File: src/rtl/gpu_pkg.sv
// gpu_pkg: shared constants and types for the warp writeback path
package gpu_pkg;
  localparam int NUM_THREADS = 16;
  localparam int DATA_W = 18;
  localparam int REG_ADDR_W = 4;
  localparam int TID_W = $clog2(NUM_THREADS);
  typedef enum logic {IDLE, DRAIN} wb_state_t;
  typedef struct packed {
    logic [REG_ADDR_W-1:0] rd;
    logic is_pred;
    logic [NUM_THREADS-1:0] mask;
    logic [NUM_THREADS-1:0][DATA_W-1:0] data;
    logic [NUM_THREADS-1:0] pred;
  } wb_bundle_t;
endpackage

File: src/rtl/find_first_set.sv
// find_first_set: lowest-set-bit priority encoder with valid flag
module find_first_set
  import gpu_pkg::*;
(
  input  logic [NUM_THREADS-1:0] vec,
  output logic [TID_W-1:0]       idx,
  output logic                   valid
);
  always_comb begin
    idx = '0;
    for (int i = NUM_THREADS - 1; i >= 0; i--) if (vec[i]) idx = TID_W'(i);
  end
  assign valid = |vec;
endmodule

File: src/rtl/warp_writeback_unit.sv
// warp_writeback_unit: serialises a warp result bundle onto the single register-file write port
module warp_writeback_unit
  import gpu_pkg::*;
(
  input  logic                          clk,
  input  logic                          rst,
  input  logic                          in_valid,
  output logic                          in_ready,
  input  logic [REG_ADDR_W-1:0]         in_rd,
  input  logic                          in_is_pred,
  input  logic [NUM_THREADS-1:0]        in_mask,
  input  logic [NUM_THREADS*DATA_W-1:0] in_data,
  input  logic [NUM_THREADS-1:0]        in_pred,
  output logic                          write_en,
  output logic [TID_W-1:0]              write_thread,
  output logic [REG_ADDR_W-1:0]         write_rd,
  output logic [DATA_W-1:0]             write_data,
  output logic                          predicate_write_en,
  output logic                          predicate_in,
  output logic                          busy,
  output logic                          done
);
  wb_state_t state, state_n;
  wb_bundle_t b, src;
  logic [TID_W-1:0] t;
  logic any, accept, issue, finish;
  assign in_ready = state == IDLE;
  assign accept = in_valid && in_ready;
  // The first write issues straight from the incoming bundle so it lands one cycle after acceptance
  assign src = in_ready ? {in_rd, in_is_pred, in_mask, in_data, in_pred} : b;
  find_first_set u_ffs (.vec(src.mask), .idx(t), .valid(any));
  assign issue = (accept || state == DRAIN) && any;
  assign finish = (accept || state == DRAIN) && !any;
  always_comb state_n = issue ? DRAIN : finish ? IDLE : state;
  always_ff @(posedge clk or posedge rst) begin
    if (rst) begin
      state <= IDLE;
      b <= '0;
      write_en <= 1'b0;
      write_thread <= '0;
      write_rd <= '0;
      write_data <= '0;
      predicate_write_en <= 1'b0;
      predicate_in <= 1'b0;
      busy <= 1'b0;
      done <= 1'b0;
    end else begin
      state <= state_n;
      busy <= state_n == DRAIN;
      done <= finish;
      write_en <= issue && !src.is_pred && src.rd != '0;
      predicate_write_en <= issue && src.is_pred;
      if (accept) b <= src;
      if (issue) begin
        b.mask[t] <= 1'b0;
        write_thread <= t;
        write_rd <= src.rd;
        write_data <= src.data[t];
        predicate_in <= src.pred[t];
      end
    end
  end
endmodule

File: config.mk
export PLATFORM = sky130hd
export DESIGN_NAME = warp_writeback_unit
export DESIGN_NICKNAME = d
export VERILOG_FILES = /design/src/rtl/gpu_pkg.sv /design/src/rtl/find_first_set.sv /design/src/rtl/warp_writeback_unit.sv
export SDC_FILE = /design/constraint.sdc
export NUM_CORES = 1
export LEC_CHECK = 0
export ABC_AREA = 1
export CAP_MARGIN = 20
export CELL_PAD_IN_SITES_DETAIL_PLACEMENT = 1
export CELL_PAD_IN_SITES_GLOBAL_PLACEMENT = 1
export CORE_MARGIN = 2
export CORE_UTILIZATION = 38
export CTS_CLUSTER_DIAMETER = 60
export CTS_CLUSTER_SIZE = 14
export DETAILED_ROUTE_END_ITERATION = 10
export GPL_ROUTABILITY_DRIVEN = 1
export PLACE_DENSITY = 0.78
export SLEW_MARGIN = 15
export SYNTH_ARGS = -nofsm -noshare
export SYNTH_HDL_FRONTEND = slang
export SYNTH_SLANG_ARGS = --single-unit
File: constraint.sdc
create_clock -name clk -period 14.75 [get_ports clk]
set_clock_uncertainty 0.2 [all_clocks]
set_input_delay 2.95 -clock clk [delete_from_list [all_inputs] [get_ports clk]]
set_output_delay 2.95 -clock clk [all_outputs]
set_load 0.02 [all_outputs]
# Word-level counts from Yosys, hierarchy flattened
# Index checks and enable logic that the tools add are counted.
op_classes:
  addsub: 0
  mul: 0
  div_mod_pow: 0
  magnitude_cmp: 2
  n_eq_ne: 0
  shift: 0
  mux: 27
  bitwise_logic: 3
  reduce_logical: 13
ops:
  columns: ["cell", "count"]
  rows:
  - ["325-bit two-way mux", 1]
  - ["320-bit two-way mux", 1]
  - ["18-bit binary-select mux with 4-bit select", 1]
  - ["4-bit two-way mux", 16]
  - ["18-bit two-way mux", 1]
  - ["16-bit bitwise AND", 1]
  - ["16-bit two-way mux", 1]
  - ["16-bit inverter", 1]
  - ["16-bit OR reduction", 1]
  - ["1-bit logical AND", 7]
  - ["4-bit by 5-bit < comparator with 1-bit output, second input constant", 1]
  - ["1-bit binary-select mux with 4-bit select", 1]
  - ["1-bit demux with 4-bit select", 1]
  - ["4-bit by 1-bit >= comparator with 1-bit output, second input constant", 1]
  - ["1-bit two-way mux", 4]
  - ["4-bit nonzero test", 1]
  - ["1-bit logical NOT", 2]
  - ["2-bit nonzero test", 1]
  - ["1-bit logical OR", 1]
  - ["1-bit inverter", 1]
word_totals:
  ff_bits: 356
  latchBits: 0
  mem_bits_rw: 0
  romBits: 0
  inputBits: 328
  out_inout_bits: 32
  elab_cells: 73
  memories: 0

# Longest topological paths before layout
logic_depth:
  depth_word: 24
  ltp_mapped: 27
  depth_no_buf: 24

# Hierarchy
# A second synthesis with hierarchy kept.
hier_totals:
  cells_unflattened: 2964
  hier_area_um2: 20340.8
modules_own_cells:
  columns: ["mod", "instances", "cells_each", "area_each_um2", "seq_area_each_um2"]
  rows:
  - ["warp_writeback_unit", 1, 2915, 20131.8, 8908.5]
  - ["find_first_set", 1, 49, 209.0, 0.0]

# Worst setup path before layout
# Ideal clock, no wire load.
synth_timing:
  kind: "input to register"
  from: "input port in_mask[14]"
  to: "register write_data[12]"
  setup_ps: 117
  arrival_ps: 4629
  required_ps: 14433
  setup_slack_ps: 9803
  cell_stages: 26
  path_buffers: 2
  cell_sequence: "inv_1 > nand2_1 > nand2_1 > nand2_1 > nand2_1 > nand2_1 > nand2_1 > nand2_1 > nand2_1 > nand2_1 > nand2_1 > nand2_1 > nand2_1 > nand2_1 > nand2_2 > nand2_2 > nand2_2 > nand2_2 > buf_4 > buf_4 > nand3_1 > nand3b_1 > nand2_1 > nand2_1 > nor2_1 > nor2_1"
synth_between:
  elab_chain_len: 18
  elab_cells_between_ends: 20
  cone_classes: "mux (18); reduce/logical (2)"
synth_lines:
  columns: ["item", "line", "text"]
  rows:
  - ["from (decl)", "warp_writeback_unit.sv:11", "input logic [NUM_THREADS-1:0] in_mask,"]
  - ["325-bit two-way mux (*)", "warp_writeback_unit.sv:30", "assign src = in_ready ? {in_rd, in_is_pred, in_mask, in_data, in_pred} : b;"]
  - ["4-bit two-way mux (15 in a row)", "find_first_set.sv:11", "for (int i = NUM_THREADS - 1; i >= 0; i--) if (vec[i]) idx = TID_W'(i);"]
  - ["18-bit binary-select mux with 4-bit select", "warp_writeback_unit.sv:58", "write_data <= src.data[t];"]
  - ["18-bit two-way mux (implied by the code)", "warp_writeback_unit.sv:58", null]
  - ["to (signal assigned)", "warp_writeback_unit.sv:58", null]
  - ["to (decl)", "warp_writeback_unit.sv:17", "output logic [DATA_W-1:0] write_data,"]
# Every way passes the cells marked *; elsewhere a longest branch is shown, timed or not. The select of a mux whose other input is x is not followed.
# A chain may end at the register's enable or synchronous reset.

# Worst setup path after layout
layout_timing:
  from: "input port in_mask[14]"
  to: "register write_data[2]"
# The elaborated chain is that of the path after synthesis.

==> results.ini <==
[status]
run_status = completed

[synth]
syn_area_um2 = 20600
post-synth-top-area-cell = dfrtp_1
synthTopCellsByArea = dfrtp_1 43%, o21ai_0 16%, nand2_1 15%
postSynthCellCount = 2972
yosysUniqueCellTypes = 33
ys_seq_area_share_pct = 43.3
synth_seq_cells = 356
yosys.area.top_type_share_pct = 43.3
syn_avg_cell_area_um2 = 6.93
synth.net_count = 3300
yosys_warnings = 0

[finish]
instances_no_fill = 3884
finalNetCount = 3489
syn2layout_area_growth_pct = 24.4
drive_gt1_share_pct = 3.55

[sta]
clock.fmax_mhz = 142
fin_tns_setup_ps = 0
worst_slack_ps = 7720
setup_viol = 0
min_period_over_period_pct = 47.7
hold_violations = 0
slew_headroom_pct = 17.0
drv_slew = 0
worstMarginPinSlew_ps = 1240
fin_crit_ps = 7030
rsz0062_at_grt = false

[critical_path]
critPathMaxFanout = 77
start_kind = input port
cp.arrival_ps = 7280
crit_path_frequent_cell = nand2_1
cpLargestDelayFamily = simple AND/OR/NAND/NOR gates
crit_type = in -> reg
cp.buffers_inverters = 5
worstPathRequired_ps = 15000
cpPeakStageDelay_ps = 640
reg2reg_depth = 27
r2r_start = state
reg2reg_to = write_data[2]
end_kind = flop
cpMaxStageDelayCell = buf_4
regToRegSetupSlack_ps = 9020

[cts]
cts_setup_buffers = 0
cts_resized = 0
clk_latency_ps = 580
path_clk_slew_ps = 60
cts_root_buf = clkbuf_16
cts_tree = done
cts_buffers = 39
cts_num_sinks = 356
htree_levels = 2
cts_max_path_buffers = 3
hold_buffers = 0

[floorplanning]
dieArea_um2 = 56100
die_y_um = 237
core_area_um2 = 53700
die_x_um = 237
fp-row-count = 85
io_pins = 360
initial_core_util_pct = 38.3

[detailed_routing]
antenna_left = 0
wl_per_cell_um = 21.7
drt_iter0_drc = 2164
firstDrtPassIters = 5
wirelength_mm = 84.3
vias = 21118
vias_per_cell = 5.44
route.detailed.drc = 0

[worst_hold_path]
min_path_cells = 2
min_to = b[198]
hold_class = reg -> reg
hold_start = b[198]

[grt]
grt_remaining_overflow = 0
grt_pass1_wl_mm = 129
grt_max_degree = 264
track_usage_pct = 29.8
grt_antenna_before_repair = 2
grt_pass1_vias = 21305

[placed_design]
io_buffers = 359
place_congestion = 0.887
place_hpwl_mm = 61.3
pre_cts_ws_ps = 7150
dp.cells = 3816

[run]
drv_cap = 0

==> cells by family after synthesis <==
kind of cell	share of synthesized area (%)
AND/OR/NAND/NOR	27.8
AO/OA/AOI/OAI	16.7
buffers and inverters	11.8
flip-flops	43.3
multiplexers	0.432
==> cells in the mapped netlist <==
cell	instances
nand2_2	5
a21oi_1	2
a21oi_4	1
buf_4	6
nand4_1	154
inv_2	6
o21ai_1	8
or2_0	1
inv_4	1
o221ai_1	2
a211oi_1	1
buf_6	3
nor2_4	1
mux2_2	1
o21a_1	2
mux2i_1	5
a21oi_2	1
o21ai_0	659
mux2i_2	2
or2_1	2
nand3b_1	38
dfrtp_1	356
buf_1	17
nor4_1	1
inv_1	379
buf_2	46
clkbuf_1	161
nand2_1	842
o21ai_2	2
or2_2	2
nor2_2	2
nand3_1	194
nor2_1	69
==> cells in the final DEF (no fill, tap or decap), types with 2 or more instances in the layout <==
master           synthesis  layout
inv_2                    6       5
nand4_1                154     154
buf_12                   0       3
o21a_1                   2       2
dfrtp_1                356     355
bufinv_16                0       3
nand2_1                842     841
a21oi_1                  2       2
o21ai_0                659     659
clkdlybuf4s50_1          0     359
o21ai_1                  8       8
nor2_1                  69      69
or2_2                    2       2
nand3b_1                38      38
buf_4                    6      19
nand2_2                  5       5
nor2_2                   2       2
clkinvlp_4               0       2
clkbuf_1               161       3
o221ai_1                 2       2
inv_6                    0       7
clkbuf_16                0      41
or2_1                    2       2
inv_1                  379     378
nand3_1                194     194
clkbuf_8                 0       2
clkinv_2                 0       7
inv_4                    1       2
mux2i_1                  5       5
inv_8                    0       2
==> registers in the layout, summed over array words and instances (netlist names), 4 cells and up <==
name          cells
b               325
write_rd          4
write_data       18
write_thread      4
==> final cells by class <==
cell class	instances	area (um^2)
Fill cell	6673	28100
Multi-Input combinational cell	1997	9280
Sequential cell	356	8910
Timing Repair Buffer	381	3800
Inverter	386	1460
Clock buffer	46	1060
Tap cell	696	871
Clock inverter	21	221
Antenna cell	1	2.50
==> worst max path at each step <==
stage                     start       endpoint  depth (start not counted)
detailed placement  in_mask[14]  write_data[2]                         28
global placement    in_mask[14]  write_data[2]                         28
CTS                 in_mask[14]  write_data[2]                         28
global route        in_mask[14]  write_data[2]                         28
finish              in_mask[14]  write_data[2]                         28
floorplan                   rst           b[0]                          1
==> routing by layer <==
layer	vias up	share of wire, %	global-route usage (%)
met5	-	0	0
met4	0	2.9	8.52
met3	109	5.5	3.79
met2	586	48	49.8
met1	10449	43	40.7
li1	9974	-	-
==> tightest hold or removal path: stages (launching register included) <==
cell,delay (ps)
dfrtp_1,340
nand2_1,50
o21ai_0,60
==> stage by stage <==
stage | utilization [%] | instance area, um^2 | hold WS [ps]
3_3_place_gp | 45.3 | 24300 | 259
3_5_place_dp | 45.3 | 24300 | 268
6_report | 47.7 | 25600 | 285
5_1_grt | 47.7 | 25600 | 302
2_1_floorplan | - | 20600 | 244
4_1_cts | 47.7 | 25600 | 285
Power is not shown: default switching activity piles up to over one toggle a cycle in this logic, so the estimate is an artifact.
